===== src/rtl/bus_arbiter.sv =====
// Two-master round-robin arbiter sequencing fixed-latency accesses on the Bridge data bus.
// Optional performance counters are compiled in when ARB_PERF_CNT_EN is defined.
module bus_arbiter #(
    parameter int RD_LAT = 1,
    parameter int AW     = 32,
    parameter int DW     = 32
) (
    input  logic          cpu_clk,
    input  logic          cpu_rst_n,
    input  logic          m0_req,
    input  logic          m0_we,
    input  logic [AW-1:0] m0_addr,
    input  logic [DW-1:0] m0_wdata,
    output logic [DW-1:0] m0_rdata,
    output logic          m0_ack,
    input  logic          m1_req,
    input  logic          m1_we,
    input  logic [AW-1:0] m1_addr,
    input  logic [DW-1:0] m1_wdata,
    output logic [DW-1:0] m1_rdata,
    output logic          m1_ack,
    output logic [AW-1:0] Bus_addr,
    output logic          Bus_we,
    output logic [DW-1:0] Bus_wdata,
    input  logic [DW-1:0] Bus_rdata,
    output logic          busy
`ifdef ARB_PERF_CNT_EN
    ,
    output logic [31:0]   perf_gnt0,
    output logic [31:0]   perf_gnt1,
    output logic [31:0]   perf_conflict
`endif
);

    typedef enum logic [1:0] {
        ST_IDLE   = 2'd0,
        ST_ACCESS = 2'd1,
        ST_RESP   = 2'd2
    } state_t;

    localparam logic [2:0] LAT_INIT = 3'(RD_LAT - 1);

    // Round-robin pick: a lone requester wins, a tie goes to the master not served last.
    function automatic logic pick_winner(input logic req0, input logic req1, input logic last);
        logic win;
        if (req0 && req1) begin
            win = ~last;
        end else if (req1) begin
            win = 1'b1;
        end else begin
            win = 1'b0;
        end
        return win;
    endfunction

    state_t        state_q, state_d;
    logic          gnt_q, gnt_d;
    logic          last_gnt_q, last_gnt_d;
    logic [2:0]    lat_cnt_q, lat_cnt_d;
    logic          we_q, we_d;
    logic [AW-1:0] addr_q, addr_d;
    logic [DW-1:0] wdata_q, wdata_d;
    logic          win_s;
    logic          start_s;

    logic [AW-1:0] bus_addr_q, bus_addr_d;
    logic [DW-1:0] bus_wdata_q, bus_wdata_d;
    logic          bus_we_q, bus_we_d;
    logic          busy_q, busy_d;
    logic          m0_ack_q, m0_ack_d;
    logic          m1_ack_q, m1_ack_d;
    logic [DW-1:0] m0_rdata_q, m0_rdata_d;
    logic [DW-1:0] m1_rdata_q, m1_rdata_d;

    assign win_s   = pick_winner(m0_req, m1_req, last_gnt_q);
    assign start_s = (state_q == ST_IDLE) && (m0_req || m1_req);

    // State and latched-transaction registers.
    always_ff @(posedge cpu_clk or negedge cpu_rst_n) begin
        if (!cpu_rst_n) begin
            state_q    <= ST_IDLE;
            gnt_q      <= 1'b0;
            last_gnt_q <= 1'b1;
            lat_cnt_q  <= 3'd0;
            we_q       <= 1'b0;
            addr_q     <= '0;
            wdata_q    <= '0;
        end else begin
            state_q    <= state_d;
            gnt_q      <= gnt_d;
            last_gnt_q <= last_gnt_d;
            lat_cnt_q  <= lat_cnt_d;
            we_q       <= we_d;
            addr_q     <= addr_d;
            wdata_q    <= wdata_d;
        end
    end

    // Next-state logic; requests seen in RESP wait for the following IDLE cycle.
    always_comb begin
        state_d    = state_q;
        gnt_d      = gnt_q;
        last_gnt_d = last_gnt_q;
        lat_cnt_d  = lat_cnt_q;
        we_d       = we_q;
        addr_d     = addr_q;
        wdata_d    = wdata_q;
        case (state_q)
            ST_IDLE: begin
                if (start_s) begin
                    gnt_d      = win_s;
                    last_gnt_d = win_s;
                    lat_cnt_d  = LAT_INIT;
                    state_d    = ST_ACCESS;
                    if (win_s) begin
                        we_d    = m1_we;
                        addr_d  = m1_addr;
                        wdata_d = m1_wdata;
                    end else begin
                        we_d    = m0_we;
                        addr_d  = m0_addr;
                        wdata_d = m0_wdata;
                    end
                end else begin
                    state_d = ST_IDLE;
                end
            end
            ST_ACCESS: begin
                if (lat_cnt_q == 3'd0) begin
                    state_d = ST_RESP;
                end else begin
                    lat_cnt_d = lat_cnt_q - 3'd1;
                end
            end
            ST_RESP: begin
                state_d = ST_IDLE;
            end
            default: begin
                state_d = ST_IDLE;
            end
        endcase
    end

    // Next values of the registered outputs, derived from the upcoming state.
    always_comb begin
        bus_addr_d  = '0;
        bus_wdata_d = '0;
        bus_we_d    = 1'b0;
        busy_d      = (state_d != ST_IDLE);
        m0_ack_d    = 1'b0;
        m1_ack_d    = 1'b0;
        m0_rdata_d  = m0_rdata_q;
        m1_rdata_d  = m1_rdata_q;
        if (state_d == ST_ACCESS) begin
            bus_addr_d  = addr_d;
            bus_wdata_d = wdata_d;
            bus_we_d    = start_s && we_d;
        end else begin
            bus_we_d = 1'b0;
        end
        if (state_d == ST_RESP) begin
            m0_ack_d = ~gnt_d;
            m1_ack_d = gnt_d;
        end else begin
            m0_ack_d = 1'b0;
            m1_ack_d = 1'b0;
        end
        if ((state_q == ST_ACCESS) && (lat_cnt_q == 3'd0)) begin
            if (gnt_q) begin
                m1_rdata_d = Bus_rdata;
            end else begin
                m0_rdata_d = Bus_rdata;
            end
        end else begin
            m0_rdata_d = m0_rdata_q;
            m1_rdata_d = m1_rdata_q;
        end
    end

    // Output registers; reset aborts any transaction without an ack or a write strobe.
    always_ff @(posedge cpu_clk or negedge cpu_rst_n) begin
        if (!cpu_rst_n) begin
            bus_addr_q  <= '0;
            bus_wdata_q <= '0;
            bus_we_q    <= 1'b0;
            busy_q      <= 1'b0;
            m0_ack_q    <= 1'b0;
            m1_ack_q    <= 1'b0;
            m0_rdata_q  <= '0;
            m1_rdata_q  <= '0;
        end else begin
            bus_addr_q  <= bus_addr_d;
            bus_wdata_q <= bus_wdata_d;
            bus_we_q    <= bus_we_d;
            busy_q      <= busy_d;
            m0_ack_q    <= m0_ack_d;
            m1_ack_q    <= m1_ack_d;
            m0_rdata_q  <= m0_rdata_d;
            m1_rdata_q  <= m1_rdata_d;
        end
    end

    assign Bus_addr  = bus_addr_q;
    assign Bus_wdata = bus_wdata_q;
    assign Bus_we    = bus_we_q;
    assign busy      = busy_q;
    assign m0_ack    = m0_ack_q;
    assign m1_ack    = m1_ack_q;
    assign m0_rdata  = m0_rdata_q;
    assign m1_rdata  = m1_rdata_q;

`ifdef ARB_PERF_CNT_EN
    logic [31:0] perf_gnt0_q;
    logic [31:0] perf_gnt1_q;
    logic [31:0] perf_conflict_q;

    // Grant and contention counters; a conflict is both requests high in any state.
    always_ff @(posedge cpu_clk or negedge cpu_rst_n) begin
        if (!cpu_rst_n) begin
            perf_gnt0_q     <= 32'd0;
            perf_gnt1_q     <= 32'd0;
            perf_conflict_q <= 32'd0;
        end else begin
            if (start_s && !win_s) begin
                perf_gnt0_q <= perf_gnt0_q + 32'd1;
            end else begin
                perf_gnt0_q <= perf_gnt0_q;
            end
            if (start_s && win_s) begin
                perf_gnt1_q <= perf_gnt1_q + 32'd1;
            end else begin
                perf_gnt1_q <= perf_gnt1_q;
            end
            if (m0_req && m1_req) begin
                perf_conflict_q <= perf_conflict_q + 32'd1;
            end else begin
                perf_conflict_q <= perf_conflict_q;
            end
        end
    end

    assign perf_gnt0     = perf_gnt0_q;
    assign perf_gnt1     = perf_gnt1_q;
    assign perf_conflict = perf_conflict_q;
`endif

endmodule


===== config.mk =====
export PLATFORM = sky130hd
export DESIGN_NAME = bus_arbiter
export DESIGN_NICKNAME = d
export VERILOG_FILES = /design/src/rtl/bus_arbiter.sv
export SDC_FILE = /design/constraint.sdc
export NUM_CORES = 1
export LEC_CHECK = 0
export CORE_ASPECT_RATIO = 1.25
export CORE_MARGIN = 2
export CORE_UTILIZATION = 45
export CTS_BUF_LIST = sky130_fd_sc_hd__clkbuf_2 sky130_fd_sc_hd__clkbuf_4 sky130_fd_sc_hd__clkbuf_8
export DETAILED_ROUTE_END_ITERATION = 6
export PLACE_DENSITY = 0.79
export SLEW_MARGIN = 20
export SYNTH_ARGS = -nofsm -noshare
export SYNTH_HDL_FRONTEND = slang
export SYNTH_SLANG_ARGS = --single-unit

===== constraint.sdc =====
create_clock -name cpu_clk -period 2.51 [get_ports cpu_clk]
set_input_delay 0.753 -clock cpu_clk [delete_from_list [all_inputs] [get_ports cpu_clk]]
set_output_delay 0.753 -clock cpu_clk [all_outputs]
set_load 0.01 [all_outputs]

### Word-level counts from Yosys, hierarchy flattened

Index checks and enable logic that the tools add are counted.

| word-level totals | value |
|---|---|
| bits in registers | 204 |
| input port bits | 166 |
| logic and storage cells | 61 |

| cells by class | value |
|---|---|
| add/subtract/negate cells | 1 |
| eq/ne operators | 5 |
| mux-type cells | 24 |
| bitwise gates (word level) | 3 |
| reductions and logical operators | 13 |

Operator list:

| cell | number |
|---|---|
| $mux W32 | 8 |
| $mux W1 | 11 |
| $mux W3 | 2 |
| $pmux W3 S2 | 1 |
| $reduce_and A2 Y1 | 3 |
| $eq A2 B1 Y1 const B | 2 |
| $logic_and A1 B1 Y1 | 4 |
| $ne A2 B2 Y1 const B | 2 |
| $pmux W2 S2 | 1 |
| $reduce_bool A2 Y1 | 2 |
| $logic_not A3 Y1 | 1 |
| $not A1 Y1 | 3 |
| $reduce_and A3 Y1 | 1 |
| $sub A3 B1 Y3 const B | 1 |
| $eq A2 B2 Y1 const B | 1 |
| $logic_not A2 Y1 | 1 |
| $mux W2 | 1 |
| $logic_or A1 B1 Y1 | 1 |

### Logic depth before layout (Yosys ltp)

| logic depth | value |
|---|---|
| depth in word-level cells | 7 |
| mapped depth | 7 |

### Worst setup path before layout

No wires, ideal clock.

| path | value |
|---|---|
| path type | input -> register |
| start | input port m1_req |
| end | register bus_addr_q[27], in the netlist Bus_addr[27] |
| data arrival time | 1741 ps |
| required time | 2375 ps |
| setup slack | 634 ps |
| stages on the path | 6 |
| buffers on the path | 3 |
| path through | or2_0 clkbuf_1 o21bai_1 buf_2 buf_2 a311oi_2 |

| on the way | value |
|---|---|
| cells in the longest elaborated chain, start to end | 6 |
| elaborated cells between the ends (all ways) | 12 |
| classes of those cells | eq/ne: 1; mux: 8; reduce/logical: 3 |

RTL lines:

| what | RTL line | RTL |
|---|---|---|
| start: declaration | 16 | `input logic m1_req,` |
| $logic_or A1 B1 Y1, or another cell as far along | 76 | `assign start_s = (state_q == ST_IDLE) && (m0_req \|\| m1_req);` |
| $logic_and A1 B1 Y1 or $mux W1 (tied branches) | 76, 46 |  |
| $mux W1 or $mux W32 (tied branches) | 110, 115 |  |
| $pmux W2 S2 or $mux W32 (tied branches) | 108, 110 |  |
| $eq A2 B1 Y1 or $mux W32 (tied branches) | 154, 108 |  |
| $mux W32 * | 154 | `if (state_d == ST_ACCESS) begin` |
| via bus_addr_d[27] | 66 | `logic [AW-1:0] bus_addr_q, bus_addr_d;` |
| end signal: assignment | 192 | `bus_addr_q <= bus_addr_d;` |
| end: declaration | 66 |  |

Mark *: on every way through the listed nets, which the timed path passes. The rest lies on a longest branch.
A chain may end at the register's enable or synchronous reset.

### Worst setup path after layout

| path | value |
|---|---|
| start | register bus_addr_q[26], in the netlist Bus_addr[26] |
| end | output port Bus_addr[26] |

RTL lines:

| what | RTL line | RTL |
|---|---|---|
| end: declaration | 22 | `output logic [AW-1:0] Bus_addr,` |

No word-level cell between the ends.

==> flow_summary.json <==
{
  "outcome": "completed",
  "ys_ff_latch": 203,
  "cts_resized": 0,
  "max_stage_delay_ns": 0.56,
  "rows": 57,
  "grt_pass1_wl_um": 39000,
  "final_cell_mix": "clkdlybuf4s50_1 (296), dfrtp_1 (201), nand2_1 (132), a21oi_1 (66), a31oi_1 (65)",
  "place_area_sq_um": 12200,
  "drv_slew": 0,
  "ys_warn_count": 0,
  "r2r_slack_ns": 0.64,
  "start_util_pct": 45.8,
  "crit_required_ns": 1.76,
  "synth_area_sq_um": 8850,
  "synth_nets": 927,
  "worstPathCellList": "clkdlybuf4s50_1",
  "avgSynthCellArea_sq_um": 11.7,
  "place_hpwl_um": 16900,
  "hold_viol": 0,
  "wl_um": 25000,
  "first_pass_iters": 5,
  "leakage_nw": 5.20,
  "avgViaCountPerCell": 5.52,
  "cp.depth": 1,
  "antennaDiodeCount": 0,
  "skew_ns": 0.0371,
  "r2r.worst_path.cells": 6,
  "rsz0062_at_grt": "no",
  "ios": 298,
  "cts_buffers": 34,
  "wl_per_cell_um": 18.8,
  "globalplace.congestion": 0.786,
  "crit_path_max_fanout": 1,
  "max-slew-margin-rel_pct": 63.3,
  "synthAdderAreaFrac_pct": 0.283,
  "clock_path_buffers": 3,
  "cp_slowest_cell": "clkdlybuf4s50_1",
  "clock-root-buffer": "clkbuf_8",
  "synth_top_family_by_area": "compound AO/OA/AOI/OAI gates",
  "core_area_sq_um": 19300,
  "cts_hold_buf": 0,
  "cts_tree": "yes",
  "grt_pass1_vias": 7572,
  "period_share_pct": 87.6,
  "synth_area_leaders": "dfrtp_1 (57%), mux2_2 (7.9%), a311oi_2 (5.8%), nand2_1 (5.6%), a21boi_0 (5.5%)",
  "drc": 0,
  "antenna_found_initial": 0,
  "yosysUniqueCellTypes": 32,
  "ir_worst_vdd_v": 0.000575,
  "drv_cap": 0,
  "synthSimpleGateAreaFrac_pct": 6.51,
  "cts_sinks": 203,
  "antenna_left": 0,
  "multiInputGateArea_sq_um": 3430,
  "fin_area_sq_um": 12900,
  "die_x_um": 129,
  "synth_seq_area_share_pct": 57.4,
  "synth_compound_area_share_pct": 23.1,
  "critical_path_class": "reg2out",
  "pwr_density_cell_nw_per_um2": 1250,
  "tns_ns": 0,
  "arrival_ns": 1.45,
  "synth-xor-area-share_pct": 0,
  "vias": 7343,
  "netlist_instances": 759,
  "clk_latency_ns": 0.52,
  "syn_to_final_growth_pct": 45.6,
  "cp-end-kind": "output pin",
  "nets": 1212,
  "worstSetupStartpointType": "register",
  "cts_max_level": 2,
  "io_buffers": 297,
  "drt_iter0_drc": 334,
  "grt_max_degree": 68,
  "layout-drive-gt1-share_pct": 17.7,
  "dieArea_sq_um": 20800,
  "grt_remaining_overflow": 0,
  "fin_total_pwr_mw": 16.1,
  "post_cts_buffers": 0,
  "hold_path_class": "in2async",
  "fmax_mhz": 455,
  "die_height_um": 161,
  "synth_mux_area_share_pct": 8.39,
  "setup_viol": 0,
  "critPathBufInv": 1,
  "fillers": 1483,
  "yosysTopAreaCell": "dfrtp_1",
  "register_area_sq_um": 5080,
  "cp_top_family": "buffers and inverters",
  "final.min_clock_period_ns": 2.20,
  "final_common_cell": "clkdlybuf4s50_1",
  "worst_slew_pin_slew_ns": 0.550,
  "yosysTopAreaCellShare_pct": 57.1,
  "grtUsageTotal_pct": 23.7,
  "clkTransAtPathRegs_ns": 0.06
}
==> routing by layer <==
| layer | share of wire (%) | track usage (%) | vias up |
|---|---|---|---|
| li1 | - | - | 3351 |
| met2 | 51 | 41.2 | 303 |
| met5 | 0 | 0 | - |
| met4 | 3.9 | 10.7 | 0 |
| met3 | 6.9 | 5.16 | 65 |
| met1 | 38 | 27.8 | 3624 |
==> flip-flops by register name, summed over array words and instances, names as in the netlist <==
register	cells
Bus_addr	32
Bus_wdata	32
addr_q	32
m0_rdata	32
m1_rdata	32
wdata_q	32
lat_cnt_q	3
state_q	2
Bus_we	1
busy	1
gnt_q	1
last_gnt_q	1
m0_ack	1
m1_ack	1
==> synthesized netlist by cell type <==
cell type  number
clkbuf_2        1
nor3_2          1
mux2_2         62
buf_2          30
nand2_1       132
nor3_1          1
and2_1          1
nand3_1         1
a21boi_0       65
or2_0           1
a31oi_1        65
buf_4           4
a21bo_2         1
nand2b_1        2
mux2i_1         1
dfstp_2         1
a22o_1          2
a311oi_2       34
a21oi_1        66
dfrtp_1       202
clkbuf_1       31
inv_1           5
or4_1           1
mux2_1          3
a311oi_1       30
o21bai_1        1
nor2b_1         2
o21ai_0         1
buf_6           5
ha_1            2
a31o_2          1
nor2_1          4
==> report_power, final <==
group	internal, mW	switching [mW]
clock	1.73	1.28
combinational	3.94	3.46
sequential	4.90	0.770
total	10.6	5.52
==> cell families (layout without fill, tap and decap cells) <==
family,after synthesis,after routing
buffers and inverters,76,382
multiplexers,66,66
AO/OA/AOI/OAI,266,266
adder cells (fa/ha/maj),2,2
flip-flops,203,203
AND/OR/NAND/NOR,146,146
==> worst paths after layout <==
check | to | start
worst max-delay path | Bus_addr[26] | Bus_addr[26]
worst min-delay path | wdata_q[1] | cpu_rst_n
worst max register to register | m1_rdata[22] | lat_cnt_q[0]
worst min register to register | m1_rdata[19] | m1_rdata[19]
max in group asynchronous | m1_rdata[28] | cpu_rst_n
min in group cpu_clk | m1_rdata[19] | m1_rdata[19]
==> cell type report <==
type / count / share of cell area, %
clock inverters: 3 / 0.155
repair buffers: 320 / 25.7
multi-input cells: 480 / 26.6
inverters: 5 / 0.146
well taps: 265 / 2.57
clock buffers: 54 / 5.33
flip-flops and latches: 203 / 39.5
==> metrics by stage <==
step | worst slack [ns] | instances | util, % | hold slack (ns)
2_1_floorplan | 0.634 | 759 | - | 0.457
3_3_place_gp | 0.122 | 1273 | 63.0 | 0.473
3_5_place_dp | 0.0417 | 1273 | 63.0 | 0.484
4_1_cts | 0.282 | 1330 | 66.7 | 0.160
5_1_grt | 0.253 | 1330 | 66.7 | 0.176
6_report | 0.311 | 1330 | 66.7 | 0.169
Power figures use the tool's default switching activity.
